<file path="src/rtl/mem_arb_pkg.sv">
// Shared definitions for the two-port memory arbiter: state encoding, port ids, counter width.
package mem_arb_pkg;

  typedef enum logic [1:0] {
    IDLE  = 2'd0,
    ISSUE = 2'd1,
    RESP  = 2'd2
  } state_e;

  localparam logic PORT0 = 1'b0;
  localparam logic PORT1 = 1'b1;

  localparam int unsigned CNT_W = 16;

endpackage

</file>
<file path="src/rtl/mem_arbiter_rr_arb2.sv">
// Two-way round-robin winner selection; on a tie the port not granted last wins.
module rr_arb2
  import mem_arb_pkg::*;
(
  input  logic valid0_i,
  input  logic valid1_i,
  input  logic last_i,
  output logic gnt_c
);

  always_comb begin
    gnt_c = PORT0;
    if (valid0_i && valid1_i) begin
      gnt_c = (last_i == PORT1) ? PORT0 : PORT1;
    end else if (valid1_i) begin
      gnt_c = PORT1;
    end
  end

endmodule

</file>
<file path="src/rtl/mem_arbiter.sv">
// Shares one valid/ready memory port between two requesters (IDLE -> ISSUE -> RESP).
// Optional grant counters are built when MEM_ARB_STATS_EN is defined.
module mem_arbiter
  import mem_arb_pkg::*;
#(
  parameter int unsigned DEPTH      = 16,
  parameter int unsigned WIDTH      = 16,
  parameter int unsigned ADDR_WIDTH = $clog2(DEPTH)
) (
  input  logic                  clk_i,
  input  logic                  rst_n_i,
  input  logic                  req0_valid_i,
  input  logic                  req0_wr_rd_i,
  input  logic [ADDR_WIDTH-1:0] req0_addr_i,
  input  logic [WIDTH-1:0]      req0_wdata_i,
  output logic                  req0_ready_o,
  output logic [WIDTH-1:0]      req0_rdata_o,
  input  logic                  req1_valid_i,
  input  logic                  req1_wr_rd_i,
  input  logic [ADDR_WIDTH-1:0] req1_addr_i,
  input  logic [WIDTH-1:0]      req1_wdata_i,
  output logic                  req1_ready_o,
  output logic [WIDTH-1:0]      req1_rdata_o,
  output logic                  mem_valid_o,
  output logic                  mem_wr_rd_o,
  output logic [ADDR_WIDTH-1:0] mem_addr_o,
  output logic [WIDTH-1:0]      mem_wdata_o,
  input  logic                  mem_ready_i,
  input  logic [WIDTH-1:0]      mem_rdata_i
`ifdef MEM_ARB_STATS_EN
  ,
  output logic [CNT_W-1:0]      gnt_cnt0_o,
  output logic [CNT_W-1:0]      gnt_cnt1_o
`endif
);

  state_e                state_q, state_d;
  logic                  gnt_q, gnt_d;
  logic                  last_q, last_d;
  logic                  mem_valid_q, mem_valid_d;
  logic                  mem_wr_rd_q, mem_wr_rd_d;
  logic [ADDR_WIDTH-1:0] mem_addr_q, mem_addr_d;
  logic [WIDTH-1:0]      mem_wdata_q, mem_wdata_d;
  logic                  ready0_q, ready0_d;
  logic                  ready1_q, ready1_d;
  logic [WIDTH-1:0]      rdata0_q, rdata0_d;
  logic [WIDTH-1:0]      rdata1_q, rdata1_d;
  logic                  win_c;
`ifdef MEM_ARB_STATS_EN
  logic [CNT_W-1:0]      cnt0_q, cnt0_d;
  logic [CNT_W-1:0]      cnt1_q, cnt1_d;
`endif

  rr_arb2 u_rr_arb2 (
    .valid0_i (req0_valid_i),
    .valid1_i (req1_valid_i),
    .last_i   (last_q),
    .gnt_c    (win_c)
  );

  // Next-state and registered-output logic
  always_comb begin
    state_d     = state_q;
    gnt_d       = gnt_q;
    last_d      = last_q;
    mem_valid_d = mem_valid_q;
    mem_wr_rd_d = mem_wr_rd_q;
    mem_addr_d  = mem_addr_q;
    mem_wdata_d = mem_wdata_q;
    ready0_d    = 1'b0;
    ready1_d    = 1'b0;
    rdata0_d    = rdata0_q;
    rdata1_d    = rdata1_q;
`ifdef MEM_ARB_STATS_EN
    cnt0_d      = cnt0_q;
    cnt1_d      = cnt1_q;
`endif
    case (state_q)
      IDLE: begin
        if (req0_valid_i || req1_valid_i) begin
          gnt_d       = win_c;
          mem_wr_rd_d = (win_c == PORT1) ? req1_wr_rd_i : req0_wr_rd_i;
          mem_addr_d  = (win_c == PORT1) ? req1_addr_i  : req0_addr_i;
          mem_wdata_d = (win_c == PORT1) ? req1_wdata_i : req0_wdata_i;
          mem_valid_d = 1'b1;
          state_d     = ISSUE;
        end
      end
      ISSUE: begin
        if (mem_ready_i) begin
          mem_valid_d = 1'b0;
          last_d      = gnt_q;
          state_d     = RESP;
          if (gnt_q == PORT1) begin
            ready1_d = 1'b1;
            if (!mem_wr_rd_q) rdata1_d = mem_rdata_i;
`ifdef MEM_ARB_STATS_EN
            if (cnt1_q != '1) cnt1_d = cnt1_q + CNT_W'(1);
`endif
          end else begin
            ready0_d = 1'b1;
            if (!mem_wr_rd_q) rdata0_d = mem_rdata_i;
`ifdef MEM_ARB_STATS_EN
            if (cnt0_q != '1) cnt0_d = cnt0_q + CNT_W'(1);
`endif
          end
        end
      end
      RESP:    state_d = IDLE;
      default: state_d = IDLE;
    endcase
  end

  always_ff @(posedge clk_i) begin
    if (!rst_n_i) begin
      state_q     <= IDLE;
      gnt_q       <= PORT0;
      last_q      <= PORT1;
      mem_valid_q <= 1'b0;
      mem_wr_rd_q <= 1'b0;
      mem_addr_q  <= '0;
      mem_wdata_q <= '0;
      ready0_q    <= 1'b0;
      ready1_q    <= 1'b0;
      rdata0_q    <= '0;
      rdata1_q    <= '0;
`ifdef MEM_ARB_STATS_EN
      cnt0_q      <= '0;
      cnt1_q      <= '0;
`endif
    end else begin
      state_q     <= state_d;
      gnt_q       <= gnt_d;
      last_q      <= last_d;
      mem_valid_q <= mem_valid_d;
      mem_wr_rd_q <= mem_wr_rd_d;
      mem_addr_q  <= mem_addr_d;
      mem_wdata_q <= mem_wdata_d;
      ready0_q    <= ready0_d;
      ready1_q    <= ready1_d;
      rdata0_q    <= rdata0_d;
      rdata1_q    <= rdata1_d;
`ifdef MEM_ARB_STATS_EN
      cnt0_q      <= cnt0_d;
      cnt1_q      <= cnt1_d;
`endif
    end
  end

  assign req0_ready_o = ready0_q;
  assign req1_ready_o = ready1_q;
  assign req0_rdata_o = rdata0_q;
  assign req1_rdata_o = rdata1_q;
  assign mem_valid_o  = mem_valid_q;
  assign mem_wr_rd_o  = mem_wr_rd_q;
  assign mem_addr_o   = mem_addr_q;
  assign mem_wdata_o  = mem_wdata_q;
`ifdef MEM_ARB_STATS_EN
  assign gnt_cnt0_o   = cnt0_q;
  assign gnt_cnt1_o   = cnt1_q;
`endif

endmodule

</file>
<file path="config.mk">
export PLATFORM = sky130hd
export DESIGN_NAME = mem_arbiter
export DESIGN_NICKNAME = d
export VERILOG_FILES = /design/src/rtl/mem_arb_pkg.sv /design/src/rtl/mem_arbiter_rr_arb2.sv /design/src/rtl/mem_arbiter.sv
export SDC_FILE = /design/constraint.sdc
export NUM_CORES = 1
export LEC_CHECK = 0
export BUFFER_PORTS_ARGS = -buffer_cell sky130_fd_sc_hd__buf_2
export CORE_AREA = 2 2 87 89
export CTS_CLUSTER_SIZE = 30
export DETAILED_ROUTE_END_ITERATION = 10
export DIE_AREA = 0 0 89 91
export PLACE_DENSITY = 0.73
export SLEW_MARGIN = 10
export SYNTH_ARGS = -nofsm -noshare
export SYNTH_HDL_FRONTEND = slang
export SYNTH_HIERARCHICAL = 1
export SYNTH_SLANG_ARGS = --single-unit
</file>
<file path="constraint.sdc">
create_clock -name clk_i -period 3.95 [get_ports clk_i]
set_clock_uncertainty 0.1 [all_clocks]
set_input_delay 0.1975 -clock clk_i [delete_from_list [all_inputs] [get_ports clk_i]]
set_output_delay 0.1975 -clock clk_i [all_outputs]
set_load 0.01 [all_outputs]
</file>
Word level (Yosys, flattened, before mapping)
Index checks and enable logic that the tools add are counted.

word-level totals
  flip-flop bits (word level) = 60
  input bits = 63
  output and inout bits = 56
  logic and storage cells = 41

operators by class
  eq/ne operators = 3
  multiplexer cells = 14
  bitwise gates (word level) = 2
  reduce and logical (&&, ||, !) cells = 11

operators by type and width
  operator                                       number
  2-to-1 mux 16 bit                              1
  2-to-1 mux 1 bit                               8
  AND reduction 4 bit                            2
  AND reduction 2 bit                            3
  AND reduction 3 bit                            2
  2-to-1 mux 2 bit                               2
  2-to-1 mux 4 bit                               1
  != test 2 bit, second input constant           2
  one-hot mux 2 bit (2 select lines)             1
  == test 2 x 1 -> 1 bit, second input constant  1
  zero test 2 bit                                1
  NOT 1 bit                                      2
  one-hot mux 1 bit (2 select lines)             1
  nonzero test 2 bit                             1
  logical AND 1 bit                              1
  logical OR 1 bit                               1

Longest topological paths before layout
Gate-level depths: netlist (run 1).

  depth in word-level cells = 3
  gate-level depth with buffers = 5

Hierarchy
The synthesis (run 1) kept the hierarchy.

modules (own cells, without submodules)
  module       instances  cells each  area an instance (µm²)  seq. area each (µm²)
  mem_arbiter  1          246         2439.8                  1201.2
  rr_arb2      1          1           11.3                    0.0

Least setup slack after synthesis (run 1)
No wires, ideal clock.

  path type = register -> register
  start point = register state_q[0]
  end point = register rdata0_q[0] (netlist: req0_rdata_o[0])
  arrival time = 1222 ps
  required time = 3778 ps
  path slack = 2557 ps
  stages on the path, launching flop included = 5
  path buffers = 1
  period minus slack after synthesis = 1393 ps
  cell sequence = dfxtp_1 > nand3b_4 > nor3_4 > buf_12 > mux2i_1

on the way
  cells in the longest elaborated chain, start to end = 2

RTL lines
  item                                  RTL line            text
  start, declared                       mem_arbiter.sv:37   state_e state_q, state_d;
  start signal, assigned                mem_arbiter.sv:132  state_q <= state_d;
  == test 2 x 1 -> 1 bit                mem_arbiter.sv:78   case (state_q)
  AND reduction 4 bit (no source line)  n/a
  end signal, assigned                  mem_arbiter.sv:141  rdata0_q <= rdata0_d;
  end, declared                         mem_arbiter.sv:46   logic [WIDTH-1:0] rdata0_q, rdata0_d;

Every way passes these cells.
A chain may end at the register's enable or synchronous reset.

Final worst setup path (run 1)
  start point = register state_q[0]
  end point = register rdata1_q[9] (netlist: req1_rdata_o[9])

on the way
  cells in the longest elaborated chain, start to end = 2

RTL lines
  item                                  RTL line            text
  == test 2 x 1 -> 1 bit                mem_arbiter.sv:78
  AND reduction 4 bit (no source line)  n/a
  end signal, assigned                  mem_arbiter.sv:142  rdata1_q <= rdata1_d;
  end, declared                         mem_arbiter.sv:47   logic [WIDTH-1:0] rdata1_q, rdata1_d;

Every way passes these cells.

==> qor.yml, run 1 <==
die:
  core_area_sq_um: 7140
  rows: 31
  io_pins: 119
  die_area_sq_um: 8100
  die_w_microns: 89
  fp.dieH_microns: 91
  initial_core_util: 0.343
setup_path:
  cp-start-kind: "flip-flop"
  crit_path_end_kind: "flip-flop"
  cp.required_ns: 4.08
  crit_type: "reg -> reg"
  critPathMaxFanout: 16
  cp.arrival_ns: 2.12
clocking:
  cts_tree: "yes"
  clockBufferDepth: 2
  cts_buffers: 9
  htree_levels: 3
  cts-hold-fix-buffers: 0
  cts_resized: 0
  clkLatencyLatePin_ns: 0.32
  postCtsSetupRepairBufs: 0
  clkSinkCount: 60
  cts_root_buf: "clkbuf_8"
  clkTransAtPathRegs_ns: 0.07
routing:
  wl_mm: 5.76
  firstDrtPassIters: 4
  top_layer_used: "met4"
  wl_met1_mm: 2.63
  drc: 0
  routed_via_density: 4.68
  vias: 2157
  dr_wl_met3_microns: 470
  ant_nets: 0
  dr_wl_met2_mm: 2.59
  drt_iter0_drc: 30
  wl_per_cell_microns: 12.5
placement:
  dpl_cell_area_sq_um: 3070
  gp_congestion: 0.740
  portBuffers: 118
  dp.cells: 445
  dp_hpwl_mm: 4.14
cells_and_area:
  nNetsFinal: 420
  num_antenna_cells: 0
  syn2layout_area_growth_pct: 34.3
  mostFrequentLayoutCell: "buf_2"
  layout-drive-gt1-share: 0.387
  stdcell_area_sq_um: 3290
  final_cell_mix: "118 x buf_2, 60 x dfxtp_1, 53 x mux2i_1"
  layoutNonFillerInstCount: 461
yosys:
  syn-mean-instance-area_sq_um: 9.92
  yosys_warnings: 6
  yosysSeqAreaShare: 0.490
  synthCells: 247
  synth_cell_types: 24
  yosysTopAreaCell: "dfxtp_1"
  synth_top_area_share: 0.490
  netlist_area_sq_um: 2450
  synth-seq-cells: 60
  synth_area_leaders: "dfxtp_1 49%, mux2i_1 22%, nand2_1 7.7%"
  synth_nets: 310
outcome:
  status: "complete, no violations"
power_and_ir_drop:
  p_switching_w: 0.000364
  pwr-share-comb: 0.144
  internal_power_w: 0.00111
  max-vdd-ir-drop_mv: 0.167
  p_per_area_nw_per_um2: 449
  p_leak_nw: 1.63
  power_frac_seq: 0.451
  power_w: 0.00148
  sw_frac_of_total: 0.246
  power_frac_clock: 0.404
global_routing:
  grt.total_usage: 0.143
  grt_pass1_wl_mm: 9.07
  grt_antenna_before_repair: 0
  grt_overflow: 0
  grt_max_degree: 53
  grt_pass1_vias: 1995
timing:
  worst_slew_pin_slew_ns: 1.04
  hold_viol: 0
  rsz0062_at_grt: "no"
  post-route-period-util: 0.502
  fmax_mhz: 505
  slew_headroom: 0.306
  setup-violations-final: 0
  post-route-min-period_ns: 1.98
  tns_ns: 0
  slew_viol_final: 0
hold_path:
  hp-class: "in -> reg"
run:
  maxCapViolCount: 0
-- synth_stat cells (all sizes together) --
cell type	number
mux2i	53
nand3b	2
dfxtp	60
o21a	1
nor2	4
nor3b	1
and3b	1
nor3	3
clkbuf	11
o31ai	1
a21oi	22
inv	1
a211oi	21
a22oi	1
a21boi	1
buf	10
or2	1
nand2	50
nand3	2
and3	1
-- path summary, 6_finish.rpt --
check	from	end	slack, ns	cells after the start
min	mem_rdata_i[11]	req1_rdata_o[11]	0.04	3
max	state_q[0]	req1_rdata_o[9]	1.97	3
max reg2reg	state_q[0]	req1_rdata_o[9]	1.97	3
min reg2reg	req0_rdata_o[15]	req0_rdata_o[15]	0.35	2
-- layer usage --
metal,up-vias,GRT usage
met1,971,0.176
met3,9,0.0509
li1,1081,-
met4,0,0.0522
met2,96,0.226
met5,-,0
-- sequential cells by signal, indices dropped and copies added (netlist names) --
| register | flops |
|---|---|
| state_q | 2 |
| req0_ready_o | 1 |
| mem_valid_o | 1 |
| mem_addr_o | 4 |
| last_q | 1 |
| mem_wdata_o | 16 |
| gnt_q | 1 |
| req1_ready_o | 1 |
| req1_rdata_o | 16 |
| req0_rdata_o | 16 |
| mem_wr_rd_o | 1 |
-- metrics by stage --
| step | utilization | hold slack [ns] | worst slack, ns |
|---|---|---|---|
| after detailed placement | 0.431 | 0.346 | 1.92 |
| after global routing | 0.461 | 0.0351 | 1.79 |
| after floorplan | - | 0.259 | 2.56 |
| final | 0.461 | 0.0354 | 1.97 |
| after CTS | 0.461 | 0.0174 | 1.92 |
| after global placement | 0.431 | 0.341 | 2.02 |
-- worst max-delay path, stage by stage (launching register included) --
cell      delay, ns
dfxtp_1        0.46
and3b_1        0.24
nand3b_1       0.71
mux2i_1        0.38
-- area by class of cell --
| cell class | instances | area [sq um] |
|---|---|---|
| timing repair buffer | 120 | 606 |
| multi-input combinational | 165 | 1140 |
| clock buffer | 12 | 145 |
| sequential | 60 | 1200 |
| fill | 723 | 3840 |
| tap | 99 | 124 |
| clock inverter | 4 | 72.6 |
| inverter | 1 | 3.75 |
-- power by group through the flow --
| stage | clock network [W] | registers, W | logic (W) |
|---|---|---|---|
| 3_5_place_dp | 0 | 0.000679 | 0.000217 |
| 3_3_place_gp | 0 | 0.000679 | 0.000212 |
| 6_report | 0.000597 | 0.000667 | 0.000213 |
| 5_1_grt | 0.000643 | 0.000671 | 0.000237 |
| 4_1_cts | 0.000619 | 0.000667 | 0.000217 |
| 2_1_floorplan | 0 | 0.000695 | 0.000114 |
-- cells by family (layout without fill, tap and decap cells) --
kind of cell,Yosys count,after routing,synth area share
buf+inv,22,137,0.0500
flops,60,60,0.490
mux,53,53,0.216
compound gates,47,47,0.123
simple gates,65,65,0.120
No activity file was read; power rests on OpenSTA's default activity.
==> run 2: changes to the inputs <==
Settings changed: ABC_AREA from default to 1, CORE_AREA 2 2 87 89 to 2 2 91 93, DIE_AREA 0 0 89 91 to 0 0 93 95, PLACE_DENSITY 0.73 to 0.72.
Clock period 3.95 ns to 1.9 ns, I/O delays scaled along.
==> qor.yml, run 2 <==
timing:
  hold_viol: 0  # unchanged
  setup_ws_ns: 0.542  # -1.43 ns
  setup-violations-final: 0  # unchanged
  slew_headroom: 0.725  # +0.418
  post-route-period-util: 0.715  # +0.213
  tns_ns: 0  # unchanged
  fmax_mhz: 736  # +46%
  post-route-min-period_ns: 1.36  # -0.623 ns
  rsz0062_at_grt: "no"
  slew_viol_final: 0  # unchanged
  hold_ws_ns: 0.0105  # -0.0249 ns
  worst_slew_pin_slew_ns: 0.413  # -0.624 ns
placement:
  pre_cts_ws_ns: 0.532  # -1.39 ns
  dp_hpwl_mm: 4.53  # +9.4%
  dpl_cell_area_sq_um: 3270  # +6.5%
  gp_congestion: 0.727  # -1.7%
  dp.cells: 588  # +32%
  portBuffers: 118  # unchanged
clocking:
  clkLatencyLatePin_ns: 0.34  # +0.02 ns
  cts_tree: "yes"
  clkSinkCount: 60  # unchanged
  cts_root_buf: "clkbuf_8"
  clkTransAtPathRegs_ns: 0.07  # about the same
  clockBufferDepth: 2  # unchanged
  htree_levels: 3  # unchanged
  postCtsSetupRepairBufs: 0  # unchanged
  cts_buffers: 9  # unchanged
routing:
  wl_per_cell_microns: 10.4  # -17%
  drc: 0  # unchanged
  wl_mm: 6.48  # +13%
  firstDrtPassIters: 6  # +2
  vias: 2682  # +24%
  drt_iter0_drc: 37  # +23%
  routed_via_density: 4.30  # -8.1%
  ant_nets: 0  # unchanged
setup_path:
  critical_path_depth: 6  # +3
  crit_path_end_kind: "flip-flop"
  cp-start-kind: "flip-flop"
  cp_num_buf_inv: 1  # +1
  cpMostUsedCell: "nand2_1"
  crit_end: "req0_rdata_o[13]"
  r2r_slack_ns: 0.54  # -1.43 ns
  crit_family: "flip-flops"
  cp.arrival_ns: 1.49  # -0.63 ns
  crit_type: "reg -> reg"
  critPathMaxFanout: 32  # +16
  crit_chain: "nand3_4, nor2_4, buf_4, nand2_1, nand2_1, nor2_1"
  reg2regPathDepth: 6  # +3
  crit_slowest_cell: "dfxtp_1"
  r2r_end: "req0_rdata_o[13]"
  regToRegStartpoint: "state_q[0]"
  startpoint: "state_q[0]"
  slowest_delay_ns: 0.43  # -0.28 ns
  cp.required_ns: 2.03  # -2.05 ns
yosys:
  synth-edff-count: 0  # unchanged
  synth_nets: 444  # +43%
  synth-seq-cells: 60  # unchanged
  yosysTopAreaCell: "dfxtp_1"
  synth_cell_types: 23  # -4.2%
  synthCells: 381  # +54%
  yosysSeqAreaShare: 0.450  # -0.0398
  ys.flop_type: "dfxtp_1"
  syn-mean-instance-area_sq_um: 7.00  # -29%
  netlist_area_sq_um: 2670  # +8.8%
  synth_top_area_share: 0.450  # -0.0398
  synth_area_leaders: "dfxtp_1 45%, nor2_1 13%, nand2_1 12%"
  yosysMostFrequentCell: "nor2_1"
  yosys_warnings: 6  # unchanged
  synthArstFlopShare: 0  # unchanged
  ys_top_cells_by_count: "93 x nor2_1, 88 x nand2_1, 60 x dfxtp_1"
die:
  fp.dieH_microns: 95  # +4.4%
  die_w_microns: 93  # +4.5%
  initial_core_util: 0.336  # -0.00695
  rows: 33  # +6.5%
  io_pins: 119  # unchanged
  core_area_sq_um: 7930  # +11%
  die_area_sq_um: 8840  # +9.1%
cells_and_area:
  layout-drive-gt1-share: 0.326  # -0.0611
  final_cell_mix: "118 x buf_2, 93 x nor2_1, 88 x nand2_1"
  layoutNonFillerInstCount: 624  # +35%
  syn2layout_area_growth_pct: 37.7
  stdcell_area_sq_um: 3670  # +12%
  nNetsFinal: 577  # +37%
  num_antenna_cells: 0  # unchanged
  mostFrequentLayoutCell: "buf_2"
global_routing:
  grt.total_usage: 0.152  # +0.00975
  grt_antenna_before_repair: 0  # unchanged
  grt_pass1_vias: 2532  # +27%
  use_met3: 0.0487  # -0.00223
  grt_overflow: 0  # unchanged
  busiest_layer: "met2"
  gr-usage-met2: 0.268  # +0.0417
  grt_max_degree: 44  # -17%
  met1_usage: 0.169  # -0.00692
  grt_pass1_wl_mm: 10.6  # +17%
power_and_ir_drop:
  p_leak_nw: 1.89  # +16%
  max-vdd-ir-drop_mv: 0.392  # +130%
  p_per_area_nw_per_um2: 850  # +89%
run:
  maxCapViolCount: 0  # unchanged
hold_path:
  holdPathStages: 5  # +2
  hp-class: "in -> reg"
outcome:
  status: "complete, no violations"
## run 2: changes by cell type in the layout (fill, tap and decap cells not counted), moves of 22 or more
cell / before / now
nand2_1: 50 / 88
a21oi_1: 22 / 0
mux2i_1: 53 / 0
o21ai_0: 0 / 30
nor2_1: 4 / 93
inv_1: 0 / 42
## run 2: cells by family after synthesis
family | Yosys count | share of synthesized area
AOI/OAI and AO/OA | 46 | 0.0905
buffers and inverters | 65 | 0.126
DFF | 60 | 0.450
and+or+nand+nor | 210 | 0.333
## run 2: worst min-delay path by stage
stage | slack [ns] | startpoint | end
2_1_floorplan | 0.18 | mem_ready_i | state_q[1]
3_3_place_gp | 0.30 | mem_rdata_i[14] | req0_rdata_o[14]
3_5_place_dp | 0.32 | mem_rdata_i[13] | req1_rdata_o[13]
4_1_cts | 0.004 | req1_addr_i[3] | mem_addr_o[3]
5_1_grt | 0.04 | req1_wdata_i[3] | mem_wdata_o[3]
6_report | 0.01 | req1_wdata_i[2] | mem_wdata_o[2]
## run 2: cell type report
class	instances	area (sq um)
multi-input cells	256	1130
clock buffers	9	124
inverters	44	170
repair buffers	143	841
well taps	105	131
flip-flops and latches	60	1200
clock inverters	7	75.1
fillers	811	4260
## run 2: per-layer routing
layer / up-vias / routed length, microns
li1: 1409 / -
met1: 1151 / 2940
met2: 111 / 2880
met3: 11 / 537
met4: 0 / 121
met5: - / 0
## run 2: metrics by stage
stage	power [W]	utilization
final	0.00312	0.463
after global routing	0.00329	0.463
after CTS	0.00316	0.463
after detailed placement	0.00198	0.413
after global placement	0.00197	0.413
after floorplan	0.00180	-
## run 2: worst min-delay path: stages
cell and delay [ns]:
buf_2 0.08, nand2_1 0.04, o21ai_0 0.07, nor2_1 0.05, nor2_1 0.08
## run 2: power breakdown
part | switching, W | leakage [nW] | internal (W)
Combinational | 0.000324 | 1.31 | 0.000248
Sequential | 0.0000531 | 0.492 | 0.00135
Clock | 0.000532 | 0.0918 | 0.000608
Total | 0.000909 | 1.89 | 0.00221
## run 2: what timing repair did
action / CTS / global route
hold endpoints to repair: 37 / 0
gates resized for setup: 0 / 0
hold buffers: 20 / 0
==> run 3: changes to the inputs <==
Settings changed: PLACE_DENSITY 0.72 to 0.74.
Clock period 1.9 ns to 1.15 ns, I/O delays scaled along.
==> qor.yml, run 3 (synthesized netlist as in run 2, its figures left out) <==
clocking:
  cts_buffers: 9  # unchanged
  htree_levels: 3  # unchanged
  cts_root_buf: "clkbuf_8"
  clkSinkCount: 60  # unchanged
  clockBufferDepth: 2  # unchanged
  clkTransAtPathRegs_ns: 0.07  # about the same
  clkLatencyLatePin_ns: 0.33  # about the same
  cts_tree: "yes"
hold_path:
  min-delay-start: "req0_addr_i[3]"
  hp-class: "in -> reg"
cells_and_area:
  layoutNonFillerInstCount: 673  # +7.9%
  multi_input_comb_area_sq_um: 1270  # +13%
  num_antenna_cells: 0  # unchanged
  fillers: 680  # -16%
  nNetsFinal: 628  # +8.8%
  final-seq-area_sq_um: 1210  # +0.63%
  mostFrequentLayoutCell: "buf_2"
  fin_util: 0.556  # +0.0930
  final_cell_mix: "118 x buf_2, 90 x nor2_1, 68 x nand2_1"
  layout-drive-gt1-share: 0.408  # +0.0828
  syn2layout_area_growth_pct: 65.3
outcome:
  violations: "hold timing, setup timing"
  status: "complete, but fails checks"
global_routing:
  grt_pass1_wl_mm: 12.2  # +14%
  grt_overflow: 0  # unchanged
  grt_max_degree: 44  # unchanged
  grt_pass1_vias: 2758  # +8.9%
  grt.total_usage: 0.175  # +0.0229
  grt_antenna_before_repair: 0  # unchanged
timing:
  slew_viol_final: 0  # unchanged
  rsz0062_at_grt: "yes"
  worst_slew_pin_slew_ns: 0.328  # -0.0853 ns
  setup-violations-final: 56  # +56
  fmax_mhz: 785  # +6.6%
  setup_ws_ns: -0.124  # -0.666 ns
  slew_headroom: 0.782  # +0.0568
  post-route-period-util: 1.11  # +0.393
  post-route-min-period_ns: 1.27  # -0.0838 ns
  hold_ws_ns: -0.0104  # -0.0209 ns
  tns_ns: -2.92  # -2.92 ns
  hold_viol: 1  # +1
placement:
  dp.cells: 595  # +1.2%
  gp_congestion: 0.778  # +7.0%
  dp_hpwl_mm: 4.56  # +0.70%
  portBuffers: 118  # unchanged
die:
  io_pins: 119  # unchanged
  fp.dieH_microns: 95  # unchanged
  die_w_microns: 93  # unchanged
  core_area_sq_um: 7930  # unchanged
  rows: 33  # unchanged
  die_area_sq_um: 8840  # unchanged
  initial_core_util: 0.336  # unchanged
setup_path:
  crit_type: "reg -> reg"
  cp.required_ns: 1.27  # -0.76 ns
  critPathMaxFanout: 11  # -66%
  startpoint: "last_q"
  crit_path_end_kind: "flip-flop"
  cp-start-kind: "flip-flop"
  cp.arrival_ns: 1.40  # -0.09 ns
  regToRegStartpoint: "last_q"
power_and_ir_drop:
  power_frac_seq: 0.433  # -0.018
  pwr-share-comb: 0.252  # +0.069
  p_switching_w: 0.00158  # +74%
  p_leak_nw: 2.22  # +17%
  max-vdd-ir-drop_mv: 0.704  # +80%
  power_w: 0.00540  # +73%
  sw_frac_of_total: 0.292  # +0.000649
  internal_power_w: 0.00383  # +73%
  power_frac_clock: 0.315  # -0.050
  p_per_area_nw_per_um2: 1230  # +44%
routing:
  dr_wl_met3_microns: 673  # +25%
  firstDrtPassIters: 5  # -1
  vias: 3022  # +13%
  routed_via_density: 4.49  # +4.5%
  wl_mm: 8.78  # +36%
  drt_iter0_drc: 91  # +150%
  dr_wl_met2_mm: 4.44  # +54%
  wl_per_cell_microns: 13.0  # +26%
  wl_met1_mm: 3.50  # +19%
  ant_nets: 0  # unchanged
  top_layer_used: "met4"
  drc: 0  # unchanged
run:
  maxCapViolCount: 0  # unchanged
-- run 3: final cells by class --
type,instances,area share
Clock buffer,12,0.0375
Sequential cell,60,0.274
Timing Repair Buffer,193,0.325
Inverter,44,0.0409
Clock inverter,2,0.00227
Timing Repair inverter,1,0.00199
Tap cell,105,0.0298
Multi-Input combinational cell,256,0.289
-- run 3: through the flow --
| stage | cell area (sq um) | setup slack, ns | hold WS, ns |
|---|---|---|---|
| after global placement | 3360 | -0.0263 | 0.270 |
| after floorplan | 2670 | -0.0195 | 0.139 |
| final | 4410 | -0.124 | -0.0104 |
| after global routing | 4410 | -0.205 | 0.0154 |
| after detailed placement | 3360 | -0.0463 | 0.275 |
| after CTS | 4160 | -0.0487 | 0.000240 |
-- run 3: critical path, cell delays in order, from the launching register on --
cell and delay, ns:
dfxtp_2 0.33, a21oi_4 0.16, buf_12 0.15, clkbuf_16 0.16
o21ai_0 0.09, nor2_1 0.11, nor2_1 0.06
-- run 3: power by group through the flow --
stage / Clock (W) / Sequential, W / Combinational (W)
5_1_grt: 0.00188 / 0.00236 / 0.00148
3_5_place_dp: 0 / 0.00237 / 0.000960
3_3_place_gp: 0 / 0.00237 / 0.000944
2_1_floorplan: 0 / 0.00244 / 0.000540
4_1_cts: 0.00176 / 0.00233 / 0.00116
6_report: 0.00170 / 0.00234 / 0.00136
-- run 3: per-layer routing --
layer | vias up | track usage
li1 | 1516 | -
met1 | 1342 | 0.203
met2 | 150 | 0.306
met3 | 14 | 0.0471
met4 | 0 | 0.0735
met5 | - | 0
-- run 3: final timing paths --
| kind | endpoint | slack, ns | cells after the start |
|---|---|---|---|
| hold / removal | mem_addr_o[3] | -0.01 | 5 |
| hold reg to reg | req1_rdata_o[2] | 0.38 | 2 |
| setup reg to reg | mem_wdata_o[1] | -0.12 | 6 |
| setup / recovery | mem_wdata_o[1] | -0.12 | 6 |
-- run 3: what timing repair did --
item / in CTS / in global routing
hold endpoints to repair: 56 / 0
setup endpoints to repair: 54 / 57
setup buffers: 5 / 4
resized for setup: 26 / 67
pin swaps: 0 / 17
gates cloned: 2 / 6
hold buffers: 51 / 0
